===== src/rtl/i2c_inject.sv =====
// i2c_inject: single-master I2C write engine with open-drain line enables.
// Sends START, {dev_addr,W}, ACK, one or more payload bytes (each with ACK),
// then STOP. The master parks in WAIT with SCL held low whenever the next
// payload byte is not ready.
//
// Build option: define I2C_CLK_STRETCH_EN to let a slave stretch the clock.
// The divider then freezes during SCL-high phases while scl_in reads low.
// When the macro is undefined, scl_in is ignored and timing depends only on
// CLK_DIV.
module i2c_inject #(
   parameter int unsigned CLK_DIV = 8
) (
   input  logic       clk,
   input  logic       reset,
   input  logic       start,
   input  logic [6:0] dev_addr,
   input  logic [7:0] tx_data,
   input  logic       tx_valid,
   input  logic       tx_last,
   output logic       tx_ready,
   input  logic       scl_in,
   input  logic       sda_in,
   output logic       scl_oe,
   output logic       sda_oe,
   output logic       busy,
   output logic       done,
   output logic       nack,
   output logic [3:0] state
);

   localparam int unsigned DIV_W = 8;
   localparam logic [DIV_W-1:0] DIV_LAST = DIV_W'(CLK_DIV - 1);

   localparam logic [3:0] S_IDLE  = 4'd0;
   localparam logic [3:0] S_START = 4'd1;
   localparam logic [3:0] S_ADDR  = 4'd2;
   localparam logic [3:0] S_AACK  = 4'd3;
   localparam logic [3:0] S_WAIT  = 4'd4;
   localparam logic [3:0] S_DATA  = 4'd5;
   localparam logic [3:0] S_DACK  = 4'd6;
   localparam logic [3:0] S_STOP  = 4'd7;

   logic [3:0]       state_q, state_d;
   logic [1:0]       phase_q, phase_d;
   logic [2:0]       bit_q, bit_d;
   logic [DIV_W-1:0] div_q, div_d;
   logic [7:0]       addr_q, addr_d;
   logic [7:0]       data_q, data_d;
   logic             last_q, last_d;
   logic             busy_d, nack_d, done_d, tx_ready_d;
   logic             scl_oe_d, sda_oe_d;
   logic             sel_bit;
   logic             run;
   logic             stretch;
   logic             tick;

   // Line enables for a given state/phase; b is the data bit of the slot.
   function automatic logic [1:0] bus_lines(input logic [3:0] st,
                                            input logic [1:0] ph,
                                            input logic       b);
      logic [1:0] l;
      l = 2'b00;
      case (st)
         S_START:        l = (ph < 2'd2) ? 2'b00 : 2'b01;
         S_ADDR, S_DATA: l = {(ph < 2'd2), ~b};
         S_AACK, S_DACK: l = {(ph < 2'd2), 1'b0};
         S_WAIT:         l = 2'b10;
         S_STOP: begin
            if (ph < 2'd2)       l = 2'b11;
            else if (ph == 2'd2) l = 2'b01;
            else                 l = 2'b00;
         end
         default:        l = 2'b00;
      endcase
      return l;
   endfunction

`ifdef I2C_CLK_STRETCH_EN
   // Freeze the divider while a slave holds SCL low during an SCL-high phase.
   always_comb begin
      stretch = 1'b0;
      if (!scl_in) begin
         case (state_q)
            S_ADDR, S_AACK, S_DATA, S_DACK: stretch = phase_q[1];
            S_STOP:                         stretch = (phase_q == 2'd2);
            default:                        stretch = 1'b0;
         endcase
      end
   end
`else
   logic unused_scl_in;
   assign unused_scl_in = scl_in;
   assign stretch       = 1'b0;
`endif

   // Phase tick: the divider runs everywhere except IDLE and WAIT.
   assign run  = (state_q != S_IDLE) && (state_q != S_WAIT);
   assign tick = run && !stretch && (div_q == DIV_LAST);

   // Next-state, counters and registered-output values.
   always_comb begin
      state_d    = state_q;
      phase_d    = phase_q;
      bit_d      = bit_q;
      div_d      = div_q;
      addr_d     = addr_q;
      data_d     = data_q;
      last_d     = last_q;
      busy_d     = busy;
      nack_d     = nack;
      done_d     = 1'b0;
      tx_ready_d = 1'b0;

      if (!run)          div_d = '0;
      else if (stretch)  div_d = div_q;
      else if (tick)     div_d = '0;
      else               div_d = div_q + DIV_W'(1);

      case (state_q)
         S_IDLE: begin
            if (start) begin
               addr_d  = {dev_addr, 1'b0};
               nack_d  = 1'b0;
               busy_d  = 1'b1;
               phase_d = 2'd0;
               state_d = S_START;
            end
         end

         S_START: begin
            if (tick) begin
               if (phase_q == 2'd3) begin
                  phase_d = 2'd0;
                  bit_d   = 3'd7;
                  state_d = S_ADDR;
               end else begin
                  phase_d = phase_q + 2'd1;
               end
            end
         end

         S_ADDR, S_DATA: begin
            if (tick) begin
               if (phase_q == 2'd3) begin
                  phase_d = 2'd0;
                  if (bit_q == 3'd0)
                     state_d = (state_q == S_ADDR) ? S_AACK : S_DACK;
                  else
                     bit_d = bit_q - 3'd1;
               end else begin
                  phase_d = phase_q + 2'd1;
               end
            end
         end

         S_AACK, S_DACK: begin
            if (tick) begin
               if (phase_q == 2'd3) begin
                  phase_d = 2'd0;
                  if (sda_in) begin
                     nack_d  = 1'b1;
                     state_d = S_STOP;
                  end else if ((state_q == S_DACK) && last_q) begin
                     state_d = S_STOP;
                  end else if (tx_valid) begin
                     data_d     = tx_data;
                     last_d     = tx_last;
                     tx_ready_d = 1'b1;
                     bit_d      = 3'd7;
                     state_d    = S_DATA;
                  end else begin
                     state_d = S_WAIT;
                  end
               end else begin
                  phase_d = phase_q + 2'd1;
               end
            end
         end

         S_WAIT: begin
            if (tx_valid) begin
               data_d     = tx_data;
               last_d     = tx_last;
               tx_ready_d = 1'b1;
               bit_d      = 3'd7;
               phase_d    = 2'd0;
               state_d    = S_DATA;
            end
         end

         S_STOP: begin
            if (tick) begin
               if (phase_q == 2'd3) begin
                  phase_d = 2'd0;
                  busy_d  = 1'b0;
                  done_d  = 1'b1;
                  state_d = S_IDLE;
               end else begin
                  phase_d = phase_q + 2'd1;
               end
            end
         end

         default: begin
            phase_d = 2'd0;
            busy_d  = 1'b0;
            state_d = S_IDLE;
         end
      endcase

      sel_bit = (state_d == S_ADDR) ? addr_d[bit_d] : data_d[bit_d];
      {scl_oe_d, sda_oe_d} = bus_lines(state_d, phase_d, sel_bit);
   end

   // State, counters and registered outputs; reset releases both lines at once.
   always_ff @(posedge clk or negedge reset) begin
      if (!reset) begin
         state_q  <= S_IDLE;
         phase_q  <= 2'd0;
         bit_q    <= 3'd0;
         div_q    <= '0;
         addr_q   <= 8'd0;
         data_q   <= 8'd0;
         last_q   <= 1'b0;
         busy     <= 1'b0;
         nack     <= 1'b0;
         done     <= 1'b0;
         tx_ready <= 1'b0;
         scl_oe   <= 1'b0;
         sda_oe   <= 1'b0;
      end else begin
         state_q  <= state_d;
         phase_q  <= phase_d;
         bit_q    <= bit_d;
         div_q    <= div_d;
         addr_q   <= addr_d;
         data_q   <= data_d;
         last_q   <= last_d;
         busy     <= busy_d;
         nack     <= nack_d;
         done     <= done_d;
         tx_ready <= tx_ready_d;
         scl_oe   <= scl_oe_d;
         sda_oe   <= sda_oe_d;
      end
   end

   assign state = state_q;

endmodule


===== config.mk =====
export PLATFORM = sky130hd
export DESIGN_NAME = i2c_inject
export DESIGN_NICKNAME = d
export VERILOG_FILES = /design/src/rtl/i2c_inject.sv
export SDC_FILE = /design/constraint.sdc
export NUM_CORES = 1
export LEC_CHECK = 0
export CAP_MARGIN = 40
export CORE_MARGIN = 10
export CORE_UTILIZATION = 55
export CTS_BUF_LIST = sky130_fd_sc_hd__clkbuf_4
export CTS_CLUSTER_DIAMETER = 40
export DETAILED_ROUTE_END_ITERATION = 10
export PLACE_DENSITY = 0.8
export SYNTH_ARGS = -nofsm -noshare
export SYNTH_HDL_FRONTEND = slang
export SYNTH_SLANG_ARGS = --single-unit

===== constraint.sdc =====
create_clock -name clk -period 6 [get_ports clk]
set_input_delay 1.8 -clock clk [delete_from_list [all_inputs] [get_ports clk]]
set_output_delay 1.8 -clock clk [all_outputs]
set_load 0.01 [all_outputs]

Word level (Yosys, flattened, before mapping)

Index checks and enable logic that the tools add are counted.

Muxes and demuxes: 75
Bitwise gates (word level): 2
Eq/ne operators: 26
Reductions and logical operators: 17
$lt $le $gt $ge: 2
Add/sub/neg operators: 3

Operator list:

| kind                                                        | count |
|---|---|
| 2-to-1 mux 8 bit                                            | 9 |
| 2-to-1 mux 4 bit                                            | 11 |
| 2-to-1 mux 3 bit                                            | 11 |
| == test 4 x 3 -> 1 bit (second input constant)              | 8 |
| 2-to-1 mux 1 bit                                            | 26 |
| one-hot mux 4 bit (6 select lines)                          | 1 |
| == test 4 x 2 -> 1 bit (second input constant)              | 4 |
| != test 2 bit (second input constant)                       | 8 |
| one-hot mux 8 bit (2 select lines)                          | 1 |
| 2-to-1 mux 2 bit                                            | 7 |
| one-hot mux 3 bit (4 select lines)                          | 1 |
| OR reduction 6 bit                                          | 2 |
| one-hot mux 2 bit (5 select lines)                          | 1 |
| AND reduction 5 bit                                         | 2 |
| adder 8 x 1 -> 8 bit (second input constant)                | 1 |
| == test 4 x 1 -> 1 bit (second input constant)              | 2 |
| == test 8 x 3 -> 1 bit (second input constant)              | 1 |
| OR reduction 2 bit                                          | 4 |
| binary-select mux 1 bit (select 3 bit)                      | 2 |
| one-hot mux 1 bit (2 select lines)                          | 3 |
| one-hot mux 2 bit (3 select lines)                          | 1 |
| == test 2 bit (second input constant)                       | 2 |
| logical NOT 4 bit                                           | 1 |
| less-than comparator 3 x 4 -> 1 bit (second input constant) | 1 |
| 11 further kinds                                            | 15 |

Output and inout port bits: 10
Bits of input ports: 22
Bits in registers: 40
Word-level logic and storage cells: 138

Depth between registers and ports, before layout

Depth after elaboration: 12
Mapped depth: 11
Mapped depth without buffers: 10

Least setup slack after synthesis

No wires, ideal clock.

Kind: input port to flip-flop
From: input port tx_valid
To: register sda_oe
Setup time: 135 ps
Path slack: 2583 ps
Arrival: 3283 ps
Stages on the path: 8
Buffers on the path: 0
Data required time: 5865 ps
Cell sequence: and4_2 -> a31oi_4 -> clkinv_4 -> a21oi_4 -> mux2i_1 -> mux2_2 -> a22oi_1 -> o211ai_1

Longest elaborated chain between the ends: 11
Elaborated cells on any way between the ends: 42
Those cells by class: order compare (1); eq/ne (8); mux (30); bitwise (1); reduce/logical (2)

Ends and longest elaborated chain:

| item                                                                                            | line     | text |
|---|---|---|
| start, declared                                                                                 | 18       | `input logic tx_valid,` |
| 2-to-1 mux 3 bit / 2-to-1 mux 8 bit (equally long branches)                                     | 165, 181 |  |
| 2-to-1 mux 3 bit / 2-to-1 mux 8 bit (equally long branches)                                     | 163      | `end else if ((state_q == S_DACK) && last_q) begin` |
| 2-to-1 mux 3 bit / 2-to-1 mux 8 bit (equally long branches)                                     | 160      | `if (sda_in) begin` |
| 2-to-1 mux 3 bit / 2-to-1 mux 8 bit (equally long branches)                                     | 158      | `if (phase_q == 2'd3) begin` |
| 2-to-1 mux 3 bit / 2-to-1 mux 8 bit (equally long branches)                                     | 157      | `if (tick) begin` |
| one-hot mux 3 bit (4 select lines) / one-hot mux 8 bit (2 select lines) (equally long branches) | 119      | `case (state_q)` |
| binary-select mux 1 bit (select 3 bit)                                                          | 211      | `sel_bit = (state_d == S_ADDR) ? addr_d[bit_d] : data_d[bit_d];` |
| 2-to-1 mux 1 bit (not written as such)                                                          | 211      |  |
| 2-to-1 mux 1 bit                                                                                | 211      |  |
| NOT 1 bit                                                                                       | 65       | `S_ADDR, S_DATA: l = {(ph < 2'd2), ~b};` |
| one-hot mux 2 bit (5 select lines) (*)                                                          | 63       | `case (st)` |
| named net sda_oe_d                                                                              | 51       | `logic scl_oe_d, sda_oe_d;` |
| end signal, assigned                                                                            | 244      | `sda_oe <= sda_oe_d;` |
| end, declared                                                                                   | 24       | `output logic sda_oe,` |

The timed path passes the listed nets; every way through them passes the cells marked *. The select of a mux whose other input is x is not followed.
A chain may end at the register's enable or synchronous reset.

Final worst setup path

Same ends and word-level chain as after synthesis.

==> results.toml <==
[run_status]
outcome = "finished, final reports clean"

[placed_design]
placedCellCount = 295
port-buffer-count = 30
gp_congestion = 0.8598
dp.final_hpwl_um = 3522

[setup_path]
worst-setup-path-type = "input pin to register"
crit_arrival_ps = 4210
setup.reg_to_reg.worst_slack_ps = 3080
crit_path_max_fanout = 14
worst-endpoint-required_ps = 6240
cp_peak_stage_delay_ps = 510
timing.critical_path.to_type = "register"
path_cells = "clkdlybuf4s50_1 > and4_2 > a31oi_4 > clkinv_4 > a21oi_4 > mux2i_1 > mux2_2 > a22oi_1 > o211ai_1"
cp_slowest_cell = "sky130_fd_sc_hd__clkdlybuf4s50_1"
startpoint_type = "input pin"

[timing]
grt_setup_unrepaired = "false"
setup_violations = 0
relSlewSlack_pct = 58.35
finalWorstPathRequiredPeriod_ps = 3970
max_freq_mhz = 251.9
worstMarginPinSlew_ps = 616.1
finalCritPeriodShare_pct = 66.17
final.setup_skew_ps = 10.76
setup_total_negative_slack_ps = 0
worst_hold_slack_ps = 484.8
timing_max_transition_violations_final = 0
final-hold-violation-count = 0

[final_layout]
proportion_of_layout_cells_with_a_drive_suffix_above_1_pct = 17.46
diodes = 0
areaGrowthSynthToFinish_pct = 16.20
finalCoreUtilization_pct = 66.61
post_layout_nonfiller_instances = 302
num-nets-final = 278

[clock_network]
numCtsBuffers = 5
cts_htree_levels = 2
clock_path_buffers = 2
clk_pin_slew_worst_setup_hold_paths_ps = 120
clk_lat_worst_skew_ps = 350
cts-resized-gates = 0
cts.sink_count = 40
cts_tree = "built"
postCtsHoldBufs = 0
post_cts_buffers = 0
clk_root_buffer_cell = "sky130_fd_sc_hd__clkbuf_4"

[yosys]
post_synth_num_cell_types = 69
synth_area_leaders = "sky130_fd_sc_hd__dfrtp_1 (43%), sky130_fd_sc_hd__mux2_2 (5.4%), sky130_fd_sc_hd__nand2_1 (3.6%)"
post_synthesis_mean_instance_area_um2 = 10.40
syn_nets = 248
yosysWarnings = 0
synth-seq-cells = 40
synthCells = 222
dominantRegCellSynth = "sky130_fd_sc_hd__dfrtp_1"
synth_edf_count = 0
synth.top_cell.area_share_pct = 43.34
synth.cell_area_um2 = 2310
synth_area_leader_cell = "sky130_fd_sc_hd__dfrtp_1"
seq_area_frac_synth_pct = 43.34
async_reset_ff_share_pct = 100.0

[job]
drv_cap = 0

[drt]
route.antenna.remaining_nets = 0
total_detailed_routing_wirelength_um = 4773
detail_route.drc_violations = 0
vias_per_cell = 5.808
detailroute.via_count = 1754
detail_route.iter0.violations = 134
drt_pre_antenna_iters = 6
routedWlPerCell_um = 15.80

[grt]
antenna_found_initial = 0
first_global_vias = 1799
wire_length_of_the_first_global_routing_pass_um = 8514
gr_ovfl_total = 0
pin_count_of_the_biggest_net_entering_global_routing = 29
grt.total_usage_pct = 14.07

[floorplanning]
io_pins = 32
floorplan.die_area_um2 = 7192
dieHeight_um = 84.81
placementRows = 23
coreArea_um2 = 4029
die_x_um = 84.81
initial_utilization_pct = 57.33

[power_and_ir_drop]
p_leak_nw = 1.207
irDropWorstVdd_uv = 168.9
power_density_nw_per_um2 = 212.2

[min_path]
worst_hold_path_type = "register to register"
## stage by stage
stage	cell area [um2]	setup WS [ps]	total power, mW
after detailed placement	2634	1669	0.4419
final	2684	2030	0.5695
after global routing	2684	1865	0.6038
after global placement	2614	1714	0.4355
after floorplan	2310	2583	0.3977
after CTS	2684	2045	0.5762
## worst max-delay path, delay by kind of cell
| family | cells | cell delay, ps |
|---|---|---|
| AO/OA/AOI/OAI | 4 | 940 |
| buffers and inverters | 2 | 730 |
| AND/OR/NAND/NOR | 1 | 300 |
| multiplexers | 2 | 430 |
## cells in the mapped netlist (5+ instances only)
master and n:
sky130_fd_sc_hd__dfrtp_1 40, sky130_fd_sc_hd__nand2_1 22, sky130_fd_sc_hd__nor2_1 20, sky130_fd_sc_hd__mux2_2 11, sky130_fd_sc_hd__inv_1 9, sky130_fd_sc_hd__nand3_1 9
sky130_fd_sc_hd__mux2i_1 7, sky130_fd_sc_hd__o21ai_0 6, sky130_fd_sc_hd__xor2_1 6, sky130_fd_sc_hd__and3_1 5
## worst paths after layout
| path | startpoint | end | cells after the start |
|---|---|---|---|
| worst min-delay path | data_q[1] | data_q[1] | 2 |
| worst max-delay path | tx_valid | sda_oe | 9 |
| min in group asynchronous | reset | nack | 1 |
| max in group asynchronous | reset | addr_q[1] | 2 |
| worst max register to register | div_q[0] | sda_oe | 10 |
| worst min register to register | data_q[1] | data_q[1] | 2 |
## placed cells by master, fill, tap and decap left out, types with 5 or more instances in the layout
master / synthesis / routed
sky130_fd_sc_hd__nand3_1: 9 / 9
sky130_fd_sc_hd__clkdlybuf4s50_1: 0 / 29
sky130_fd_sc_hd__clkbuf_4: 1 / 6
sky130_fd_sc_hd__nand2_1: 22 / 22
sky130_fd_sc_hd__xor2_1: 6 / 6
sky130_fd_sc_hd__nor2_1: 20 / 20
sky130_fd_sc_hd__mux2i_1: 7 / 7
sky130_fd_sc_hd__and3_1: 5 / 5
sky130_fd_sc_hd__dfrtp_1: 40 / 40
sky130_fd_sc_hd__o21ai_0: 6 / 6
sky130_fd_sc_hd__mux2_2: 11 / 11
sky130_fd_sc_hd__inv_1: 9 / 9
## where the power goes
group	switching, mW	leakage, nW	internal (mW)	total (mW)
Combinational	0.0580	0.647	0.0635	0.121
Sequential	0.0217	0.528	0.293	0.314
Clock	0.0860	0.0315	0.0477	0.134
Total	0.166	1.21	0.404	0.569
## per-layer routing
layer  GRT usage [%]  wire (um)
met3           3.865        292
met5               0          0
met2           21.41       2202
met1           18.30       2196
met4           5.838         81
## area by class of cell
type                       count  area (um2)
clock buffer                   6       45.04
clock inverter                 1       5.005
fill                         338        1345
inverter                      11       46.29
multi-input combinational    163        1209
sequential                    40        1001
tap                           50       62.56
timing repair buffer          31       315.3
## cells by family after synthesis
logic type	after synthesis	synth area share, %
other cells	1	0.1624
fa+ha+maj	4	2.167
flops	40	43.34
simple gates	88	22.32
mux	22	10.83
compound gates	40	13.82
xor+xnor	8	3.034
buf+inv	19	4.333
## state kept, by name, indices dropped and copies added, names as in the netlist, 2 cells and up
signal,count
addr_q,8
data_q,8
phase_q,2
state,4
bit_q,3
div_q,8
(Power assumes the default switching activity.)
